[src/rtl/systolic_sequencer.sv]
// systolic_sequencer: program sequencer for the 4x4 systolic array.
// Walks up to NUM_INST instructions (inner dimension N, 0 = halt). For each
// instruction it fetches the instruction, clears the array accumulators,
// streams N columns from input memories A/B, waits for the skewed array
// pipeline to drain, then pulses the output-memory write.
module systolic_sequencer #(
  parameter int unsigned DRAIN_CYCLES = 7,
  parameter int unsigned NUM_INST     = 8,
  parameter int unsigned COL_W        = 8
) (
  input  logic                        clk,
  input  logic                        rst,
  input  logic                        ap_start,
  output logic                        ap_done,
  output logic                        ap_idle,
  output logic                        inst_rd_en,
  output logic [$clog2(NUM_INST)-1:0] inst_addr,
  input  logic [3:0]                  inst_data,
  output logic                        sa_clear,
  output logic                        rd_en_a,
  output logic                        rd_en_b,
  output logic [COL_W-1:0]            rd_col,
  output logic                        out_wen,
  output logic [3:0]                  inst_count
);

  localparam int unsigned AW    = $clog2(NUM_INST);
  // cnt serves both the stream index (up to 15) and the drain countdown
  localparam int unsigned CNT_W = (DRAIN_CYCLES > 16) ? $clog2(DRAIN_CYCLES) : 4;

  typedef enum logic [2:0] {
    S_IDLE,
    S_FETCH,
    S_DECODE,
    S_CLEAR,
    S_STREAM,
    S_DRAIN,
    S_WRITE,
    S_DONE
  } state_t;

  state_t           state;
  logic [COL_W-1:0] col_base;
  logic [3:0]       len;
  logic [CNT_W-1:0] cnt;

  logic             last_col;
  logic             last_drain;
  logic             last_inst;

  // terminal-count decodes used by the state register
  always_comb begin
    last_col   = (cnt == CNT_W'(len - 4'd1));
    last_drain = (cnt == CNT_W'(DRAIN_CYCLES - 1));
    last_inst  = (inst_addr == AW'(NUM_INST - 1));
  end

  // sequencer state and all registered (Moore) outputs
  always_ff @(posedge clk or negedge rst) begin
    if (!rst) begin
      state      <= S_IDLE;
      ap_done    <= 1'b0;
      ap_idle    <= 1'b1;
      inst_rd_en <= 1'b0;
      inst_addr  <= '0;
      sa_clear   <= 1'b0;
      rd_en_a    <= 1'b0;
      rd_en_b    <= 1'b0;
      rd_col     <= '0;
      out_wen    <= 1'b0;
      inst_count <= '0;
      col_base   <= '0;
      len        <= '0;
      cnt        <= '0;
    end else begin
      case (state)
        S_IDLE, S_DONE: begin
          if (ap_start) begin
            state      <= S_FETCH;
            ap_done    <= 1'b0;
            ap_idle    <= 1'b0;
            inst_rd_en <= 1'b1;
            inst_addr  <= '0;
            col_base   <= '0;
            inst_count <= '0;
          end
        end

        S_FETCH: begin
          inst_rd_en <= 1'b0;
          state      <= S_DECODE;
        end

        S_DECODE: begin
          len <= inst_data;
          if (inst_data == 4'd0) begin
            state   <= S_DONE;
            ap_done <= 1'b1;
            ap_idle <= 1'b1;
          end else begin
            state    <= S_CLEAR;
            sa_clear <= 1'b1;
          end
        end

        S_CLEAR: begin
          sa_clear <= 1'b0;
          cnt      <= '0;
          rd_en_a  <= 1'b1;
          rd_en_b  <= 1'b1;
          rd_col   <= col_base;
          state    <= S_STREAM;
        end

        // rd_col tracks col_base+cnt by incrementing alongside cnt
        S_STREAM: begin
          if (last_col) begin
            rd_en_a <= 1'b0;
            rd_en_b <= 1'b0;
            rd_col  <= '0;
            cnt     <= '0;
            state   <= S_DRAIN;
          end else begin
            cnt    <= cnt + CNT_W'(1);
            rd_col <= rd_col + COL_W'(1);
          end
        end

        S_DRAIN: begin
          if (last_drain) begin
            cnt     <= '0;
            out_wen <= 1'b1;
            state   <= S_WRITE;
          end else begin
            cnt <= cnt + CNT_W'(1);
          end
        end

        S_WRITE: begin
          out_wen    <= 1'b0;
          col_base   <= col_base + COL_W'(len);
          inst_count <= inst_count + 4'd1;
          if (last_inst) begin
            state   <= S_DONE;
            ap_done <= 1'b1;
            ap_idle <= 1'b1;
          end else begin
            inst_addr  <= inst_addr + AW'(1);
            inst_rd_en <= 1'b1;
            state      <= S_FETCH;
          end
        end

        default: state <= S_IDLE;
      endcase
    end
  end

endmodule

[config.mk]
export PLATFORM = sky130hd
export DESIGN_NAME = systolic_sequencer
export DESIGN_NICKNAME = d
export VERILOG_FILES = /design/src/rtl/systolic_sequencer.sv
export SDC_FILE = /design/constraint.sdc
export NUM_CORES = 1
export LEC_CHECK = 0
export BUFFER_PORTS_ARGS = -buffer_cell sky130_fd_sc_hd__buf_4
export CELL_PAD_IN_SITES_DETAIL_PLACEMENT = 1
export CELL_PAD_IN_SITES_GLOBAL_PLACEMENT = 2
export CORE_UTILIZATION = 30
export DETAILED_ROUTE_END_ITERATION = 10
export GPL_TIMING_DRIVEN = 0
export MAX_ROUTING_LAYER = met4
export PLACE_DENSITY = 0.79
export SLEW_MARGIN = 20
export SYNTH_ARGS = -nofsm -noshare
export SYNTH_HDL_FRONTEND = slang
export SYNTH_SLANG_ARGS = --single-unit
[constraint.sdc]
create_clock -name clk -period 2.4 [get_ports clk]
set_input_delay 0.12 -clock clk [delete_from_list [all_inputs] [get_ports clk]]
set_output_delay 0.12 -clock clk [all_outputs]
set_load 0.005 [all_outputs]
# Yosys cells after proc, flatten, opt, wreduce, memory -nomap -nowiden
# Index checks and enable logic that the tools add are counted.
[op_classes] n_addsub=6 eq_ne=17 n_mux=31 n_reduce_logical=18
[op_table] cell="$pmux W8 S2" n=2
[op_table] cell="$mux W3" n=7
[op_table] cell="$pmux W3 S7" n=1
[op_table] cell="$mux W8" n=2
[op_table] cell="$eq A3 B3 Y1 const B" n=5
[op_table] cell="$ne A2 B2 Y1 const B" n=7
[op_table] cell="$mux W4" n=3
[op_table] cell="$pmux W4 S3" n=1
[op_table] cell="$reduce_and A3 Y1" n=3
[op_table] cell="$reduce_bool A3 Y1" n=3
[op_table] cell="$add A4 B1 Y4 const B" n=2
[op_table] cell="$add A8 B1 Y8 const B" n=1
[op_table] cell="$add A8 B4 Y8" n=1
[op_table] cell="$mux W1" n=8
[op_table] cell="$pmux W4 S2" n=1
[op_table] cell="$reduce_and A2 Y1" n=4
[op_table] cell="$reduce_bool A2 Y1" n=4
[op_table] cell="$eq A3 B2 Y1 const B" n=2
[op_table] cell="$pmux W1 S2" n=3
[op_table] cell="$pmux W1 S3" n=2
[op_table] cell="$pmux W3 S2" n=1
[op_table] cell="$eq A4 B3 Y1 const B" n=1
[op_table] cell="$eq A4 B4 Y1" n=1
[op_table] cell="$logic_not A4 Y1" n=1
[op_table] cell="other kinds (6)" n=6
[word_totals] ff_bits=40 input_bits=7 out_inout_bits=22 elab_cells=85

# Depth between registers and ports, before layout
# Gate-level depths: netlist of run 1.
[depth] word_depth=4 mapped_depth=8 mapped_depth_nobuf=7

# Worst setup path before layout of run 1
# OpenSTA, ideal clock, no wires.
[synth_path] path_kind="register to register" start="register len[0]" end="register col_base[6]" setup_ps=128 t_arrival_ps=1607 t_required_ps=2272 setup_slack_ps=664 path_stages_with_launch=8 path_buffers=0 period_less_slack_ps=1736 cell_sequence="dfrtp_1 ha_1 fa_1 a21o_1 a21oi_1 nor2_1 a31oi_1 a31oi_1"
[synth_via] elab_chain_len=2
[synth_rtl] element="from (decl)" line_no="44" text="logic [3:0] len;"
[synth_rtl] element="from (signal assigned)" line_no="95" text="len <= inst_data;"
[synth_rtl] element="$add A8 B4 Y8" line_no="141" text="col_base <= col_base + COL_W'(len);"
[synth_rtl] element="$pmux W8 S2" line_no="76" text="case (state)"
[synth_rtl] element="to (signal assigned)" line_no="141"
[synth_rtl] element="to (decl)" line_no="43" text="logic [COL_W-1:0] col_base;"
# No other way between the ends.
# A chain may end at the register's enable or synchronous reset.

# Worst setup path in the final report of run 1
# Same ends and word-level chain as after synthesis.

==> results of run 1 <==
-- kinds of logic (layout without fill, tap and decap cells) --
group                      after synthesis  after routing  share of synthesized area, %
muxes                                    6              6                          2.85
adders and majority gates               12             12                          7.05
DFF                                     40             40                          44.8
and+or+nand+nor                         84             84                          18.6
AOI/OAI and AO/OA                       63             63                          18.2
buffers and inverters                   18             54                          3.64
xor gates and xnor gates                11             11                          4.92
-- flip-flops by register name, summed over array words and instances, names as in the netlist, 3 cells and up --
register	flops
cnt	4
col_base	8
inst_addr	3
inst_count	4
len	4
rd_col	8
state	3
-- cells in the mapped netlist (3+ instances only) --
| library cell | number |
|---|---|
| a21o_1 | 4 |
| a21oi_1 | 11 |
| a221o_1 | 4 |
| and3_1 | 3 |
| clkbuf_1 | 5 |
| dfrtp_1 | 39 |
| ha_1 | 11 |
| inv_1 | 9 |
| mux2_2 | 3 |
| mux2i_1 | 3 |
| nand2_1 | 29 |
| nand3_1 | 11 |
| nor2_1 | 20 |
| nor3_1 | 4 |
| o211ai_1 | 3 |
| o21ai_0 | 24 |
| xnor2_1 | 5 |
| xor2_1 | 5 |
-- worst max-delay path, cell delays in order, from the launching register on --
cell	delay (ps)
dfrtp_1	440
ha_1	240
fa_1	410
a21o_1	170
a21oi_1	270
nor2_1	100
a31oi_1	200
a31oi_1	60
-- path summary, 6_finish.rpt --
kind / start / to / slack [ps] / depth (start not counted)
hold / removal: inst_data[1] / len[1] / 40 / 3
min in group asynchronous: rst / state[1] / 360 / 2
setup / recovery: len[0] / col_base[6] / 400 / 7
max in group asynchronous: rst / ap_idle / 1670 / 2
setup reg to reg: len[0] / col_base[6] / 400 / 7
hold reg to reg: col_base[7] / col_base[7] / 490 / 1
-- report_power, final --
part	switching, µW	internal, µW	total (µW)
Combinational	859	753	1610
Clock	244	263	507
Sequential	296	925	1220
-- layout make-up --
type,instances,share of cell area (%)
flip-flops and latches,40,37.5
plain buffers,9,1.78
multi-input cells,176,43.1
repair buffers,28,7.96
clock buffers,8,3.74
inverters,9,1.26
well taps,99,4.63
-- per-stage QoR --
stage | setup slack (ps) | hold slack [ps] | utilization, % | power [µW]
finish | 396 | 42.2 | 37.1 | 3340
global route | 193 | 51.7 | 37.1 | 3680
CTS | 377 | 33.8 | 37.1 | 3400
detailed placement | 397 | 151 | 35.5 | 2870
global placement | 419 | 144 | 35.5 | 2790
floorplan | 664 | -176 | - | 2300
-- routing by layer --
metal	wire length [µm]	part of all wire, %	vias up	track usage (%)
met5	0	0	-	-
met4	58	1.0	0	4.40
met3	162	2.9	5	3.08
met2	2790	50	25	27.7
met1	2610	46	928	20.4
li1	-	-	900	-
-- what timing repair did --
action	in CTS	in global routing
gates resized for setup	0	0
endpoints found under the setup margin	0	0
hold buffers	1	0
hold endpoints to repair	39	0
==> flow_summary.json, run 1 <==
{
  "hold_path.class": "input pin to register",
  "ys_async_sr_fraction_pct": 100,
  "numCtsBuffers": 5,
  "grt_max_degree": 41,
  "ant_nets": 0,
  "vias": 1858,
  "yosysWarnings": 0,
  "final-seq-area_mm2": 0.00100,
  "dieArea_mm2": 0.00781,
  "clk_latency_ps": 300,
  "cp-end-kind": "register",
  "core-area_mm2": 0.00721,
  "synth_seq_area_share_pct": 44.8,
  "critPathKind": "register to register",
  "syn_to_final_growth_pct": 19.5,
  "nets": 288,
  "critPathMaxFanout": 4,
  "fill_cells": 850,
  "cts_tree": "built",
  "grt_use_total_pct": 16.5,
  "cts-root-buf": "clkbuf_8",
  "cp.arrival_ps": 2180,
  "crit_required_ps": 2580,
  "fmaxAchievable_mhz": 499,
  "grt_pass1_vias": 1885,
  "syn-instance-count": 234,
  "tightest_slew_ps": 787,
  "start_kind": "register",
  "synth_area_leaders": "dfrtp_1 44%, ha_1 6.2%, o21ai_0 5.4%, nand2_1 4.9%, nor2_1 3.4%",
  "yosysTopAreaCell": "dfrtp_1",
  "vdd.ir_drop.worst_mv": 0.269,
  "cts.sinks": 40,
  "wire_per_inst_um": 15.2,
  "overflow": 0,
  "fin_area_mm2": 0.00267,
  "die_y_um": 88.4,
  "syn_nets": 253,
  "multi_input_area_mm2": 0.00115,
  "boundaryPins": 29,
  "drc": 0,
  "setup_tns_ps": 0,
  "dpl_cell_area_mm2": 0.00256,
  "clock_path_buffers": 2,
  "grt_pass1_wl_um": 9540,
  "fin_crit_sh_pct": 83.5,
  "synth_edf_count": 0,
  "fin_crit_ps": 2000,
  "drt-initial-drc-count": 30,
  "power_density_mw_per_mm2": 1250,
  "final_cell_count_no_fill": 369,
  "dp_cells": 360,
  "syn_area_mm2": 0.00224,
  "start_util_pct": 31.0,
  "path_clk_slew_ps": 80,
  "relSlewSlack_pct": 47.2,
  "slew_viol_final": 0,
  "final_cell_mix": "39 x dfrtp_1, 29 x nand2_1, 28 x buf_4, 24 x o21ai_0, 20 x nor2_1",
  "worst_clock_skew_ps": 7.99,
  "outcome": "completed",
  "diodes": 0,
  "dpl.hpwl_um": 4070,
  "die_x_um": 88.4,
  "grt_setup_unrepaired": "false",
  "io_buffer_count": 27,
  "antenna_found_initial": 0,
  "p_leak_uw": 0.00124,
  "avgSynthCellArea_um2": 9.56,
  "drive_above_1_share_pct": 20.0,
  "htreeDepth": 2,
  "wl_um": 5620,
  "gp_congestion": 0.729,
  "final_common_cell": "dfrtp_1",
  "ys_types": 49,
  "synth_top_area_share_pct": 43.6,
  "hold_violations": 0,
  "ys_ff_latch": 40,
  "max_cap_viol_count": 0,
  "first_pass_iters": 4,
  "num_rows": 31,
  "setup_viol": 0,
  "postCtsSetupRepairBufs": 0,
  "synth_ff_type": "dfrtp_1",
  "vias_per_cell": 5.04
}
(Power assumes the default switching activity.)
==> run 2: changes to the inputs <==
--- a/config.mk
+++ b/config.mk
@@ -12,7 +12,7 @@
 export DETAILED_ROUTE_END_ITERATION = 10
 export GPL_TIMING_DRIVEN = 0
 export MAX_ROUTING_LAYER = met4
-export PLACE_DENSITY = 0.79
+export PLACE_DENSITY = 0.81
 export SLEW_MARGIN = 20
 export SYNTH_ARGS = -nofsm -noshare
 export SYNTH_HDL_FRONTEND = slang
==> constraint.sdc (replaced) <==
create_clock -name clk -period 1.8 [get_ports clk]
set_input_delay 0.09 -clock clk [delete_from_list [all_inputs] [get_ports clk]]
set_output_delay 0.09 -clock clk [all_outputs]
set_load 0.005 [all_outputs]
==> run 2 against run 1 <==
Compared with the run above: critical path type unchanged; clock power rose by 26%; clock skew fell by 0.57 ps; largest cell class unchanged; largest power group unchanged; the flow now finishes with violations (negative setup slack); sequential share of layout area fell by 2.4 points; cell count rose by 2.2%; routed wire length rose by 3.1%.
==> flow_summary.json, run 2 (synthesis gave the netlist of run 1 again) <==
{
  "largestRegisters": "col_base: 8 flops, rd_col: 8 flops",
  "clk_latency_ps": 290,
  "path_clk_slew_ps": 80,
  "cp.arrival_ps": 1980,
  "antenna_found_initial": 0,
  "crit_required_ps": 1980,
  "dpl.hpwl_um": 4100,
  "relSlewSlack_pct": 63.9,
  "gp_congestion": 0.704,
  "setup_viol": 1,
  "io_buffer_count": 27,
  "slew_viol_final": 0,
  "clock_path_buffers": 2,
  "worst_slack_ps": -1.49,
  "dpl_cell_area_mm2": 0.00256,
  "cp-end-kind": "register",
  "cts.sinks": 40,
  "reg2regPathDepth": 8,
  "path_cells": "inv_2 > ha_4 > xor2_2 > nand3_2 > o21ai_4 > buf_6 > o21ai_1 > a221o_1",
  "grt_pass1_wl_um": 9750,
  "multi_input_area_mm2": 0.00127,
  "final_common_cell": "dfrtp_1",
  "p_leak_uw": 0.00130,
  "critPathKind": "register to register",
  "fill_cells": 850,
  "numCtsBuffers": 5,
  "vias_per_cell": 5.04,
  "die_y_um": 88.4,
  "drc": 0,
  "max_cap_viol_count": 0,
  "critPathBufInv": 2,
  "worst_clock_skew_ps": 7.42,
  "cp_slowest_cell": "dfrtp_2",
  "worst_hold_slack_ps": 18.0,
  "cp.depth": 8,
  "htreeDepth": 2,
  "cts-root-buf": "clkbuf_8",
  "start_kind": "register",
  "num_rows": 31,
  "grt_max_degree": 41,
  "critPathMaxFanout": 3,
  "hold_path.class": "input pin to register",
  "nets": 296,
  "first_pass_iters": 4,
  "crit_family": "compound AO/OA/AOI/OAI gates",
  "final_cell_mix": "37 x dfrtp_1, 32 x buf_4, 29 x nand2_1, 19 x o21ai_0, 17 x nor2_1",
  "overflow": 0,
  "hold_violations": 0,
  "slowest_delay_ps": 420,
  "outcome": "finished, violations left",
  "setup_tns_ps": -1.49,
  "start_util_pct": 31.0,
  "grt_use_total_pct": 16.7,
  "cts_tree": "built",
  "syn_to_final_growth_pct": 28.0,
  "rr_startpoint": "len[0]",
  "wl_um": 5800,
  "vias": 1899,
  "diodes": 0,
  "grt_setup_unrepaired": "true",
  "die_x_um": 88.4,
  "fmaxAchievable_mhz": 555,
  "power_density_mw_per_mm2": 1730,
  "rr_endpoint": "rd_col[3]",
  "dieArea_mm2": 0.00781,
  "drt-initial-drc-count": 28,
  "ant_nets": 0,
  "core-area_mm2": 0.00721,
  "fin_area_mm2": 0.00286,
  "crit_end": "rd_col[3]",
  "vdd.ir_drop.worst_mv": 0.485,
  "rrSetupSlack_ps": -1,
  "wire_per_inst_um": 15.4,
  "power_uw": 4970,
  "fin_crit_ps": 1800,
  "utilization_pct": 39.7,
  "grt_pass1_vias": 1983,
  "violations": "negative setup slack",
  "crit_start": "len[0]",
  "final-seq-area_mm2": 0.00100,
  "boundaryPins": 29,
  "tightest_slew_ps": 541,
  "worstHoldStart": "inst_data[0]",
  "drive_above_1_share_pct": 29.5,
  "fin_crit_sh_pct": 100
}
run 2: how the worst min path moves through the flow:
stage / to / slack, ps / cells past startpoint
after global placement: rd_col[1] / 110 / 1
after CTS: len[1] / 7 / 3
after detailed placement: rd_col[1] / 120 / 1
after floorplan: ap_done / -210 / 0
after global routing: len[1] / 20 / 3
final: len[0] / 20 / 3
run 2: repair_timing:
item                                    CTS  global route
pin swaps                                 5             7
hold buffers                              1             0
buffers inserted                          7             1
gates resized for setup                  22            17
endpoints found under the setup margin   18            23
endpoints found under the hold margin    39             0
run 2: per-stage QoR:
stage | setup slack [ps] | cells
floorplan | 64.3 | 234
global placement | -172 | 360
detailed placement | -242 | 360
CTS | -78.5 | 376
global route | -79.6 | 377
finish | -1.49 | 377
run 2: per-layer routing:
metal / routed length [µm] / vias up / track usage (%)
met1: 2730 / 948 / 20.5
li1: - / 915 / -
met5: 0 / - / -
met4: 33 / 0 / 3.81
met2: 2880 / 31 / 28.2
met3: 156 / 5 / 3.45
run 2: report_power, final:
| group | leakage [µW] | switching (µW) | internal [µW] |
|---|---|---|---|
| clock | 0.0000455 | 327 | 314 |
| combinational | 0.000746 | 1370 | 1300 |
| sequential | 0.000505 | 420 | 1240 |
run 2: worst min-delay path: stages:
cell and delay [ps]:
buf_4 80, nand2_1 30, o21ai_0 60
run 2: layout make-up:
type	instances	share of cell area [%]
Sequential cell	40	35.1
Timing Repair Buffer	36	10.0
Multi-Input combinational cell	176	44.5
Buffer	9	1.70
Inverter	9	1.18
Tap cell	99	4.33
Clock buffer	8	3.15
